===== src/rtl/dff_lib_pkg.sv =====
// Shared state encodings for the dff-library conditioning blocks.
// Combinational constants only; no latency, no flow control.
package dff_lib_pkg;

    typedef enum logic {
        ST_STABLE = 1'b0,
        ST_CHECK  = 1'b1
    } state_t;

endpackage


===== src/rtl/sync_2ff.sv =====
// Two-flop synchronizer for an asynchronous 1-bit level.
// Latency 2 clk; no backpressure.
module sync_2ff #(
    parameter logic RESET_VAL = 1'b0
) (
    input  logic clk,
    input  logic reset,
    input  logic d,
    output logic q
);

    logic meta;

    always_ff @(posedge clk or negedge reset) begin
        if (!reset) begin
            meta <= RESET_VAL;
            q    <= RESET_VAL;
        end else begin
            meta <= d;
            q    <= meta;
        end
    end

endmodule


===== src/rtl/input_debouncer.sv =====
// Debounces raw din into dout with rise/fall strobes; dout flips N+STABLE_CYCLES edges after din settles
// (N=2 with DEBOUNCE_SYNC_EN defined, else N=1); no backpressure, en=0 freezes dout.
module input_debouncer
    import dff_lib_pkg::*;
#(
    parameter int   CNT_W         = 8,
    parameter int   STABLE_CYCLES = 16,
    parameter logic RESET_VAL     = 1'b0
) (
    input  logic clk,
    input  logic reset,
    input  logic din,
    input  logic en,
    output logic dout,
    output logic rise,
    output logic fall,
    output logic busy
);

    localparam logic [CNT_W-1:0] CNT_LAST = CNT_W'(STABLE_CYCLES - 1);

    logic             s;
    state_t           state_q, state_d;
    logic [CNT_W-1:0] cnt_q, cnt_d;
    logic             dout_q, dout_d;
    logic             rise_q, rise_d;
    logic             fall_q, fall_d;

`ifdef DEBOUNCE_SYNC_EN
    sync_2ff #(
        .RESET_VAL (RESET_VAL)
    ) u_sync (
        .clk   (clk),
        .reset (reset),
        .d     (din),
        .q     (s)
    );
`else
    always_ff @(posedge clk or negedge reset) begin
        if (!reset) begin
            s <= RESET_VAL;
        end else begin
            s <= din;
        end
    end
`endif

    always_ff @(posedge clk or negedge reset) begin
        if (!reset) begin
            state_q <= ST_STABLE;
            cnt_q   <= '0;
            dout_q  <= RESET_VAL;
            rise_q  <= 1'b0;
            fall_q  <= 1'b0;
        end else begin
            state_q <= state_d;
            cnt_q   <= cnt_d;
            dout_q  <= dout_d;
            rise_q  <= rise_d;
            fall_q  <= fall_d;
        end
    end

    always_comb begin
        state_d = state_q;
        cnt_d   = cnt_q;
        dout_d  = dout_q;
        rise_d  = 1'b0;
        fall_d  = 1'b0;
        if (!en) begin
            state_d = ST_STABLE;
            cnt_d   = '0;
        end else begin
            case (state_q)
                ST_STABLE: begin
                    if (s != dout_q) begin
                        state_d = ST_CHECK;
                        cnt_d   = CNT_W'(1);
                    end
                end
                ST_CHECK: begin
                    // a single sample matching dout means the edge was a bounce
                    if (s == dout_q) begin
                        state_d = ST_STABLE;
                        cnt_d   = '0;
                    end else if (cnt_q == CNT_LAST) begin
                        dout_d  = s;
                        rise_d  = s;
                        fall_d  = ~s;
                        state_d = ST_STABLE;
                        cnt_d   = '0;
                    end else begin
                        cnt_d = cnt_q + CNT_W'(1);
                    end
                end
                default: begin
                    state_d = ST_STABLE;
                    cnt_d   = '0;
                end
            endcase
        end
    end

    assign dout = dout_q;
    assign rise = rise_q;
    assign fall = fall_q;
    assign busy = (state_q == ST_CHECK);

endmodule


===== config.mk =====
export PLATFORM = sky130hd
export DESIGN_NAME = input_debouncer
export DESIGN_NICKNAME = d
export VERILOG_FILES = /design/src/rtl/dff_lib_pkg.sv /design/src/rtl/sync_2ff.sv /design/src/rtl/input_debouncer.sv
export SDC_FILE = /design/constraint.sdc
export NUM_CORES = 1
export LEC_CHECK = 0
export CAP_MARGIN = 20
export CORE_MARGIN = 3
export CORE_UTILIZATION = 25
export DETAILED_ROUTE_END_ITERATION = 10
export PLACE_DENSITY = 0.44
export SKIP_LAST_GASP = 1
export SLEW_MARGIN = 20
export SYNTH_ARGS = -nofsm -noshare
export SYNTH_HDL_FRONTEND = slang
export SYNTH_HIERARCHICAL = 1
export SYNTH_SLANG_ARGS = --single-unit
export TNS_END_PERCENT = 5

===== constraint.sdc =====
create_clock -name clk -period 1.8 [get_ports clk]
set_input_delay 0.45 -clock clk [delete_from_list [all_inputs] [get_ports clk]]
set_output_delay 0.45 -clock clk [all_outputs]
set_load 0.005 [all_outputs]

Word level (Yosys, flattened, before mapping)
Index checks and enable logic that the tools add are counted.
{"block": "totals", "regBits": 13, "inputBits": 4, "elab_cells": 33}
{"block": "classes", "addsub": 1, "n_eq_ne": 4, "muxes": 18, "bitwise_logic": 3, "n_reduce_logical": 1}
{"cell": "8-bit two-way mux", "count": 4}
{"cell": "8-bit one-hot mux with 2 select lines", "count": 1}
{"cell": "1-bit two-way mux", "count": 12}
{"cell": "8-bit by 1-bit adder with 8-bit output, second input constant", "count": 1}
{"cell": "8-bit by 4-bit equality test with 1-bit output, second input constant", "count": 1}
{"cell": "4-bit AND reduction", "count": 1}
{"cell": "3-bit inequality test, second input constant", "count": 1}
{"cell": "1-bit inverter", "count": 3}
{"cell": "1-bit one-hot mux with 2 select lines", "count": 1}
{"cell": "1-bit equality test", "count": 1}
{"cell": "1-bit inequality test", "count": 1}

Depth between registers and ports, before layout
Gate-level depths: netlist (run 1).
{"block": "logic_depth", "depth_word": 5, "depth_mapped": 5, "depth_no_buf": 5}

Least setup slack after synthesis (run 1)
OpenSTA, ideal clock, no wires.
{"block": "synth_timing", "path_type": "reg-to-reg", "startpoint": "reg cnt_q[0]", "endpoint": "reg cnt_q[6]", "setup_ps": 82, "arrival_ps": 1376, "t_required_ps": 1718, "slack_ps": 342, "path_stages_with_launch": 6, "n_path_buf": 0, "synth_period_minus_slack_ps": 1458, "path_cell_list": "dfrtp_1 > ha_1 > and4b_4 > a211oi_2 > a41oi_1 > a31oi_1"}
{"block": "synth_via", "elab_chain_cells": 5, "word_cells_on_any_way": 6}
{"element": "from (decl)", "line_no": "input_debouncer.sv:24", "source": "logic [CNT_W-1:0] cnt_q, cnt_d;"}
{"element": "from (signal assigned)", "line_no": "input_debouncer.sv:57", "source": "cnt_q <= cnt_d;"}
{"element": "8-bit by 1-bit adder with 8-bit output / 8-bit by 4-bit equality test with 1-bit output (equally long branches)", "line_no": "input_debouncer.sv:93, input_debouncer.sv:86"}
{"element": "8-bit two-way mux *", "line_no": "input_debouncer.sv:86", "source": "end else if (cnt_q == CNT_LAST) begin"}
{"element": "8-bit two-way mux *", "line_no": "input_debouncer.sv:83", "source": "if (s == dout_q) begin"}
{"element": "8-bit one-hot mux with 2 select lines *", "line_no": "input_debouncer.sv:74", "source": "case (state_q)"}
{"element": "8-bit two-way mux *", "line_no": "input_debouncer.sv:70", "source": "if (!en) begin"}
Mark *: on every way between the ends. The rest lies on a longest branch, timed or not.
A chain may end at the register's enable or synchronous reset.

Worst setup path after layout (run 1)
{"block": "layout_timing", "startpoint": "reg state_q, in the netlist busy", "endpoint": "out busy"}
{"element": "from (decl)", "line_no": "input_debouncer.sv:23", "source": "state_t state_q, state_d;"}
{"element": "from (signal assigned)", "line_no": "input_debouncer.sv:56", "source": "state_q <= state_d;"}
{"element": "to (decl)", "line_no": "input_debouncer.sv:17", "source": "output logic busy"}
No word-level cell between the ends.

==> results of run 1 <==
cells in the mapped netlist:
library cell | n | area share
sky130_fd_sc_hd__and3_1 | 1 | 0.0099
sky130_fd_sc_hd__xor2_1 | 1 | 0.014
sky130_fd_sc_hd__and4b_4 | 1 | 0.022
sky130_fd_sc_hd__nand3_1 | 2 | 0.016
sky130_fd_sc_hd__nor2_1 | 3 | 0.018
sky130_fd_sc_hd__nand2_1 | 7 | 0.042
sky130_fd_sc_hd__or3_1 | 1 | 0.0099
sky130_fd_sc_hd__o21ai_1 | 2 | 0.016
sky130_fd_sc_hd__and2_1 | 1 | 0.0099
sky130_fd_sc_hd__a21oi_1 | 2 | 0.016
sky130_fd_sc_hd__nand3_2 | 1 | 0.016
sky130_fd_sc_hd__dfrtp_1 | 13 | 0.52
sky130_fd_sc_hd__a22o_1 | 2 | 0.028
sky130_fd_sc_hd__xnor2_1 | 2 | 0.028
sky130_fd_sc_hd__a211oi_2 | 1 | 0.020
sky130_fd_sc_hd__a32o_1 | 1 | 0.016
sky130_fd_sc_hd__nor4_1 | 1 | 0.0099
sky130_fd_sc_hd__nor3b_1 | 2 | 0.024
sky130_fd_sc_hd__o211a_1 | 1 | 0.016
sky130_fd_sc_hd__nand3b_1 | 1 | 0.012
sky130_fd_sc_hd__o21ai_0 | 2 | 0.016
sky130_fd_sc_hd__nor3_1 | 2 | 0.016
sky130_fd_sc_hd__a21o_1 | 3 | 0.036
sky130_fd_sc_hd__or2_1 | 1 | 0.0099
sky130_fd_sc_hd__a31oi_1 | 2 | 0.020
sky130_fd_sc_hd__ha_1 | 1 | 0.020
sky130_fd_sc_hd__a41oi_1 | 1 | 0.014
sky130_fd_sc_hd__and3_2 | 1 | 0.012
layout make-up:
class,count,area share
well taps,28,0.0445
flip-flops and latches,13,0.415
multi-input cells,46,0.388
clock inverters,1,0.00636
clock buffers,3,0.0286
repair buffers,10,0.118
where the power goes:
group | total [W] | switching [W] | internal (W)
combinational | 0.0000393 | 0.0000204 | 0.0000188
sequential | 0.000302 | 0.00000543 | 0.000296
clock | 0.000193 | 0.000110 | 0.0000825
per-layer routing:
layer  up-vias  GRT usage
met2         9      0.140
li1        251          -
met4         0     0.0305
met3         2     0.0464
met5         -          0
met1       236      0.121
logic make-up (layout without fill, tap and decap cells):
| group | count (synthesis) | in the layout | share of synthesized area |
|---|---|---|---|
| XOR/XNOR | 3 | 3 | 0.0417 |
| AND/OR/NAND/NOR | 25 | 25 | 0.226 |
| AO/OA/AOI/OAI | 17 | 17 | 0.196 |
| flip-flops | 13 | 13 | 0.516 |
| adder cells (fa/ha/maj) | 1 | 1 | 0.0198 |
| buffers and inverters | 0 | 14 | 0 |
flip-flops by register name, summed over array words and instances (netlist names):
name	count
s	1
fall	1
dout	1
busy	1
rise	1
cnt_q	8
worst max-delay path by stage:
stage          slack (ns)  depth (start not counted)        to     start
2_1_floorplan        0.34                          5  cnt_q[6]  cnt_q[0]
3_5_place_dp        0.002                          5  cnt_q[6]        en
5_1_grt             0.006                          5  cnt_q[6]  cnt_q[0]
3_3_place_gp         0.05                          5  cnt_q[6]        en
4_1_cts              0.06                          1      busy      busy
6_report             0.12                          1      busy      busy
metrics by stage:
step | hold WS, ns | std cells | utilization | worst slack [ns]
floorplan | 0.154 | 59 | - | 0.342
global placement | 0.500 | 97 | 0.330 | 0.0527
detailed placement | 0.495 | 97 | 0.330 | 0.00170
CTS | 0.456 | 101 | 0.342 | 0.0582
global route | 0.454 | 101 | 0.343 | 0.00551
finish | 0.456 | 101 | 0.343 | 0.123
what timing repair did:
| item | 4_1_cts | 5_1_grt |
|---|---|---|
| gates resized for setup | 0 | 1 |
| endpoints found under the setup margin | 0 | 1 |
| hold buffers | 0 | 0 |
==> PnR_summary.wiki, run 1 <==
{| class="wikitable"
! Metric !! Value
|-
| Status || finished, final reports clean
|-
| Startpoint class of the critical path || flop
|-
| Post-Syn Nets || 64
|-
| Relative slew slack || 0.757
|-
| Via count || 498
|-
| Worst Setup End Kind || output port
|-
| Remaining antenna violation count || 0
|-
| Count of buffering cells on the critical path with inverters included || 1
|-
| Post-CTS Repair Setup Buffers || 0
|-
| Routed vias/inst || 4.93
|-
| Number of standard-cell rows in the floorplan || 17
|-
| Worst endpoint data arrival time || 1.23 ns
|-
| Slowest cell on the critical path || sky130_fd_sc_hd__clkdlybuf4s50_1
|-
| First-pass GRT wire length || 2.33 mm
|-
| Number of input and output port buffers inserted || 7
|-
| Number of different library cells in the post-synthesis netlist || 28
|-
| Most frequent cells in the layout || sky130_fd_sc_hd__dfrtp_1 (12), sky130_fd_sc_hd__nand2_1 (7), sky130_fd_sc_hd__clkdlybuf4s50_1 (7)
|-
| Clock buffer depth || 2
|-
| TNS Setup || 0 ns
|-
| Remaining DRCs || 0
|-
| Pin count of the biggest net entering global routing || 14
|-
| Flip-flop and latch area || 327 µm²
|-
| Aggregate routed wire length || 1.30 mm
|-
| Delay of the slowest cell on the worst path || 0.52 ns
|-
| Via count of the first global-routing pass || 485
|-
| Max Slew Vio Count || 0
|-
| Hold violation total from the final report || 0
|-
| Post-synthesis sequential area ratio || 0.516
|-
| Root buffer cell || sky130_fd_sc_hd__clkbuf_4
|-
| Slack of the worst reg-to-reg path || 0.13 ns
|-
| RSZ-0062 raised after global routing || false
|-
| Per-instance average area after synthesis || 10.7 µm²
|-
| Final design instance area without fill || 787 µm²
|-
| Total Power || 0.000534 W
|-
| Worst-skew pair later-pin latency || 0.28 ns
|-
| Dominant delay contributor by cell family on the critical path || buffers and inverters
|-
| IR Drop Worst-Case VDD || 401 µV
|-
| Highest clock frequency the design can meet || 0.596 GHz
|-
| Pwr/cell area || 678 nW/µm²
|-
| Met3 Wirelength || 64 µm
|-
| Placed instance area || 758 µm²
|-
| Antenna cells || 0
|-
| Htree depth || 1
|-
| Critical-path maximum fanout || 7
|-
| Layout net count || 79
|-
| Top Ports || 8
|-
| Clock sink count || 13
|-
| Clock buffers created by TritonCTS || 3
|-
| Routed WL per cell || 12.9 µm
|-
| Post-Route Skew || 0.00853 ns
|-
| Drt pass-1 iters || 2
|-
| Area of the core region || 2300 µm²
|-
| Initial cell density of the core || 0.275
|-
| Die Y || 56.2 µm
|-
| Class of the most critical hold timing path || input port to async pin
|-
| Signed area change from the synthesized netlist to the final layout || 24.8%
|-
| Die width || 56.2 µm
|-
| Fillers || 242
|-
| Worst Reg2Reg Path Length in Cells || 5
|-
| Yosys warnings || 6
|-
| Ordered list of cells on the worst path || clkdlybuf4s50_1
|-
| TritonCTS clock tree || built
|-
| Pleak || 0.363 nW
|-
| Crit Path Category || flop to output port
|-
| FF-to-FF End || cnt_q[6]
|-
| CTS clock-pin slew for the worst setup and hold paths || 0.10 ns
|-
| Highest Signal Layer || met4
|-
| Final number of setup-violating endpoints || 0
|-
| Post-detailed-placement half-perimeter wirelength || 982 µm
|-
| Commonest non-fill, non-tap cell in the layout || sky130_fd_sc_hd__dfrtp_1
|-
| Layout cells sized above 1 || 0.164
|-
| DR WL met2 || 583 µm
|-
| Antenna violations before repair || 0
|-
| DR iter-0 viols || 6
|-
| Mapped Area || 631 µm²
|-
| Worst-margin pin slew || 0.364 ns
|-
| Final worst path period share || 0.932
|-
| Reg-to-reg critical path startpoint || cnt_q[0]
|-
| Area occupied by multi-input gates || 305 µm²
|-
| DIE AREA || 3160 µm²
|-
| Final estimated routing congestion in global placement || 0.717
|-
| Number of flip-flops and latches in the synthesized netlist || 13
|-
| Length of routed wiring on met1 || 639 µm
|-
| Worst path required time || 1.35 ns
|-
| Max Cap Viol || 0
|-
| Synthesized instance count || 59
|-
| Overflow after GRT || 0
|-
| Final Critical Period || 1.68 ns
|-
| Global-route usage over all layers || 0.0951
|}
(Power assumes the default switching activity.)
==> run 2, diff against run 1 <==
clock period = 1.7 ns   (was 1.8 ns; I/O delays follow)
==> run 2 against run 1 <==
Total power grew 5.7%. Wire length grew 1.7%. Clock skew shrank 0.0072 ns. First-iteration DRC count grew 33%. Sequential share of layout area shrank 1.5 points. Cell area grew 3.7%. Flip-flop and latch count is the same. Critical path depth is the same. Cell count grew 4.0%. Clock-buffer cell count grew 1. Setup slack lost 0.065 ns. Clock power is essentially flat. Critical path type unchanged. Highest routed layer unchanged.
==> PnR_summary.wiki, run 2 (synthesis results as in run 1) <==
{| class="wikitable"
! Metric !! Value
|-
| Status || finished, final reports clean (unchanged)
|-
| Startpoint class of the critical path || flop (unchanged)
|-
| Least setup slack across all paths after layout || 0.0574 ns (was 0.123 ns)
|-
| Fillers || 251 (was 242)
|-
| Highest clock frequency the design can meet || 0.609 GHz
|-
| Die Y || 56.2 µm (unchanged)
|-
| Portion of total power attributed to combinational logic || 0.088 (was 0.074)
|-
| Area of the core region || 2300 µm² (unchanged)
|-
| Area occupied by multi-input gates || 305 µm² (unchanged)
|-
| Net switching share of the total power || 0.237 (was 0.255)
|-
| Worst path required time || 1.27 ns (was 1.35 ns)
|-
| Pleak || 0.381 nW (was 0.363 nW)
|-
| Dominant delay contributor by cell family on the critical path || buffers and inverters (unchanged)
|-
| Antenna violations before repair || 0 (unchanged)
|-
| Worst-margin pin slew || 0.375 ns (was 0.364 ns)
|-
| Layout cells sized above 1 || 0.195 (was 0.164)
|-
| Number of input and output port buffers inserted || 7 (unchanged)
|-
| Final estimated routing congestion in global placement || 0.740 (was 0.717)
|-
| Root buffer cell || sky130_fd_sc_hd__clkbuf_4 (unchanged)
|-
| Initial cell density of the core || 0.275 (unchanged)
|-
| Hold violation total from the final report || 0 (unchanged)
|-
| Htree depth || 1 (unchanged)
|-
| Clock buffers created by TritonCTS || 3 (unchanged)
|-
| Final number of setup-violating endpoints || 0 (unchanged)
|-
| Signed area change from the synthesized netlist to the final layout || 29.4% (was 24.8%)
|-
| RSZ-0062 raised after global routing || true (was false)
|-
| Overflow after GRT || 0 (unchanged)
|-
| Relative slew slack || 0.749 (was 0.757)
|-
| Die width || 56.2 µm (unchanged)
|-
| Remaining antenna violation count || 0 (unchanged)
|-
| Total Power || 0.000564 W (was 0.000534 W)
|-
| IR Drop Worst-Case VDD || 323 µV (was 401 µV)
|-
| Stages on worst setup path || 1 (unchanged)
|-
| Routed vias/inst || 4.72 (was 4.93)
|-
| Worst endpoint data arrival time || 1.22 ns (was 1.23 ns)
|-
| Pre-CTS setup slack || -0.0610 ns (was 0.00170 ns)
|-
| Clock buffer depth || 2 (unchanged)
|-
| Worst Setup End Kind || output port (unchanged)
|-
| Post-detailed-placement half-perimeter wirelength || 968 µm (was 982 µm)
|-
| First-pass GRT wire length || 2.37 mm (was 2.33 mm)
|-
| Cell internal pwr || 0.000430 W (was 0.000398 W)
|-
| Post-Route Skew || 0.00138 ns (was 0.00853 ns)
|-
| Via count of the first global-routing pass || 493 (was 485)
|-
| Final design instance area without fill || 816 µm² (was 787 µm²)
|-
| Worst-skew pair later-pin latency || 0.28 ns (about the same)
|-
| Biggest register || cnt_q (unchanged)
|-
| Ordered list of cells on the worst path || clkdlybuf4s50_1 (unchanged)
|-
| Net switching power || 0.000134 W (was 0.000136 W)
|-
| Worst Hold Margin || 0.441 ns (was 0.456 ns)
|-
| Commonest non-fill, non-tap cell in the layout || sky130_fd_sc_hd__dfrtp_1 (unchanged)
|-
| Crit Path Category || flop to output port (unchanged)
|-
| Number of standard-cell rows in the floorplan || 17 (unchanged)
|-
| Remaining DRCs || 0 (unchanged)
|-
| Clock sink count || 13 (unchanged)
|-
| Layout net count || 83 (was 79)
|-
| Worst Reg2Reg Path Length in Cells || 5 (unchanged)
|-
| TritonCTS clock tree || built (unchanged)
|-
| Pin count of the biggest net entering global routing || 14 (unchanged)
|-
| Delay of the slowest cell on the worst path || 0.52 ns (about the same)
|-
| Count of buffering cells on the critical path with inverters included || 1 (unchanged)
|-
| Placed instance area || 773 µm² (was 758 µm²)
|-
| Final worst path period share || 0.966
|-
| CTS clock-pin slew for the worst setup and hold paths || 0.08 ns (was 0.10 ns)
|-
| Share of total power in sequential cells || 0.564 (was 0.565)
|-
| Class of the most critical hold timing path || input port to async pin (unchanged)
|-
| DR iter-0 viols || 8 (was 6)
|-
| Routed WL per cell || 12.6 µm (was 12.9 µm)
|-
| Via count || 496 (was 498)
|-
| DIE AREA || 3160 µm² (unchanged)
|-
| Top Ports || 8 (unchanged)
|-
| Pwr/cell area || 692 nW/µm² (was 678 nW/µm²)
|-
| Drt pass-1 iters || 4 (was 2)
|-
| Post-CTS Hold Fix Bufs || 0 (unchanged)
|-
| Slowest cell on the critical path || sky130_fd_sc_hd__clkdlybuf4s50_1 (unchanged)
|-
| Max Slew Vio Count || 0 (unchanged)
|-
| Global-route usage over all layers || 0.100 (was 0.0951)
|-
| Final Critical Period || 1.64 ns
|-
| Most frequent cells in the layout || sky130_fd_sc_hd__dfrtp_1 (12), sky130_fd_sc_hd__nand2_1 (7), sky130_fd_sc_hd__clkdlybuf4s50_1 (7), sky130_fd_sc_hd__buf_4 (7) (was sky130_fd_sc_hd__dfrtp_1 (12), sky130_fd_sc_hd__nand2_1 (7), sky130_fd_sc_hd__clkdlybuf4s50_1 (7))
|-
| Critical-path maximum fanout || 4 (was 7)
|-
| Aggregate routed wire length || 1.32 mm (was 1.30 mm)
|-
| Max Cap Viol || 0 (unchanged)
|-
| Antenna cells || 0 (unchanged)
|-
| Flip-flop and latch area || 327 µm² (unchanged)
|-
| Share of power burned in the clock network || 0.348 (was 0.361)
|-
| Number of flip-flops in the largest register || 8 (unchanged)
|}
==> run 2: cell types whose count changed in the layout (fill, tap and decap cells not counted) <==
cell,previous run,this run
sky130_fd_sc_hd__buf_4,3,7
sky130_fd_sc_hd__clkbuf_1,0,1
sky130_fd_sc_hd__clkinv_2,1,0
==> run 2: worst paths after layout <==
kind                                from       end  slack [ns]
max in group asynchronous          reset      busy        1.08
worst max-delay path                dout      dout        0.06
worst min-delay path               reset      rise        0.44
worst min register to register         s      fall        0.51
min in group clk                       s      fall        0.51
worst max register to register  cnt_q[1]  cnt_q[6]        0.11
==> run 2: routing by layer <==
layer,vias to the layer above,track usage,share of wire
met5,-,0,0
met4,0,0.0712,0.014
met3,2,0.0255,0.044
met2,7,0.132,0.44
met1,229,0.138,0.51
li1,258,-,-
==> run 2: what timing repair did <==
item                                    CTS  global route
endpoints found under the setup margin    1             2
gates resized for setup                   1             0
setup buffers                             0             2
==> run 2: worst register-to-register path: stages (launching register included) <==
cell and delay, ns:
sky130_fd_sc_hd__dfrtp_1 0.40, sky130_fd_sc_hd__ha_1 0.22, sky130_fd_sc_hd__and4b_4 0.20, sky130_fd_sc_hd__a211oi_2 0.38
sky130_fd_sc_hd__a41oi_1 0.16, sky130_fd_sc_hd__a31oi_1 0.15
==> run 2: through the flow <==
step / setup TNS [ns] / utilization / std cells
after detailed placement: -0.0717 / 0.337 / 99
after CTS: 0 / 0.349 / 103
final: 0 / 0.355 / 105
after global placement: -0.0162 / 0.337 / 99
after floorplan: 0 / - / 59
after global routing: -0.00424 / 0.355 / 105
==> run 2: cell type report <==
| class | instances | share of cell area |
|---|---|---|
| timing repair buffer | 14 | 0.150 |
| clock buffer | 4 | 0.0322 |
| sequential | 13 | 0.400 |
| tap | 28 | 0.0429 |
| multi-input combinational | 46 | 0.374 |
==> run 2: power groups by stage <==
| stage | logic (W) | registers (W) | clock network, W |
|---|---|---|---|
| final | 0.0000498 | 0.000318 | 0.000196 |
| after global routing | 0.0000576 | 0.000319 | 0.000220 |
| after CTS | 0.0000473 | 0.000319 | 0.000209 |
| after detailed placement | 0.0000471 | 0.000325 | 0 |
| after global placement | 0.0000465 | 0.000325 | 0 |
| after floorplan | 0.0000165 | 0.000325 | 0 |
==> run 3, diff against run 2 <==
SLEW_MARGIN = default   (was 20)
==> results of run 3 <==
No change in the layout: final DEF, timing and power equal those of run 2.
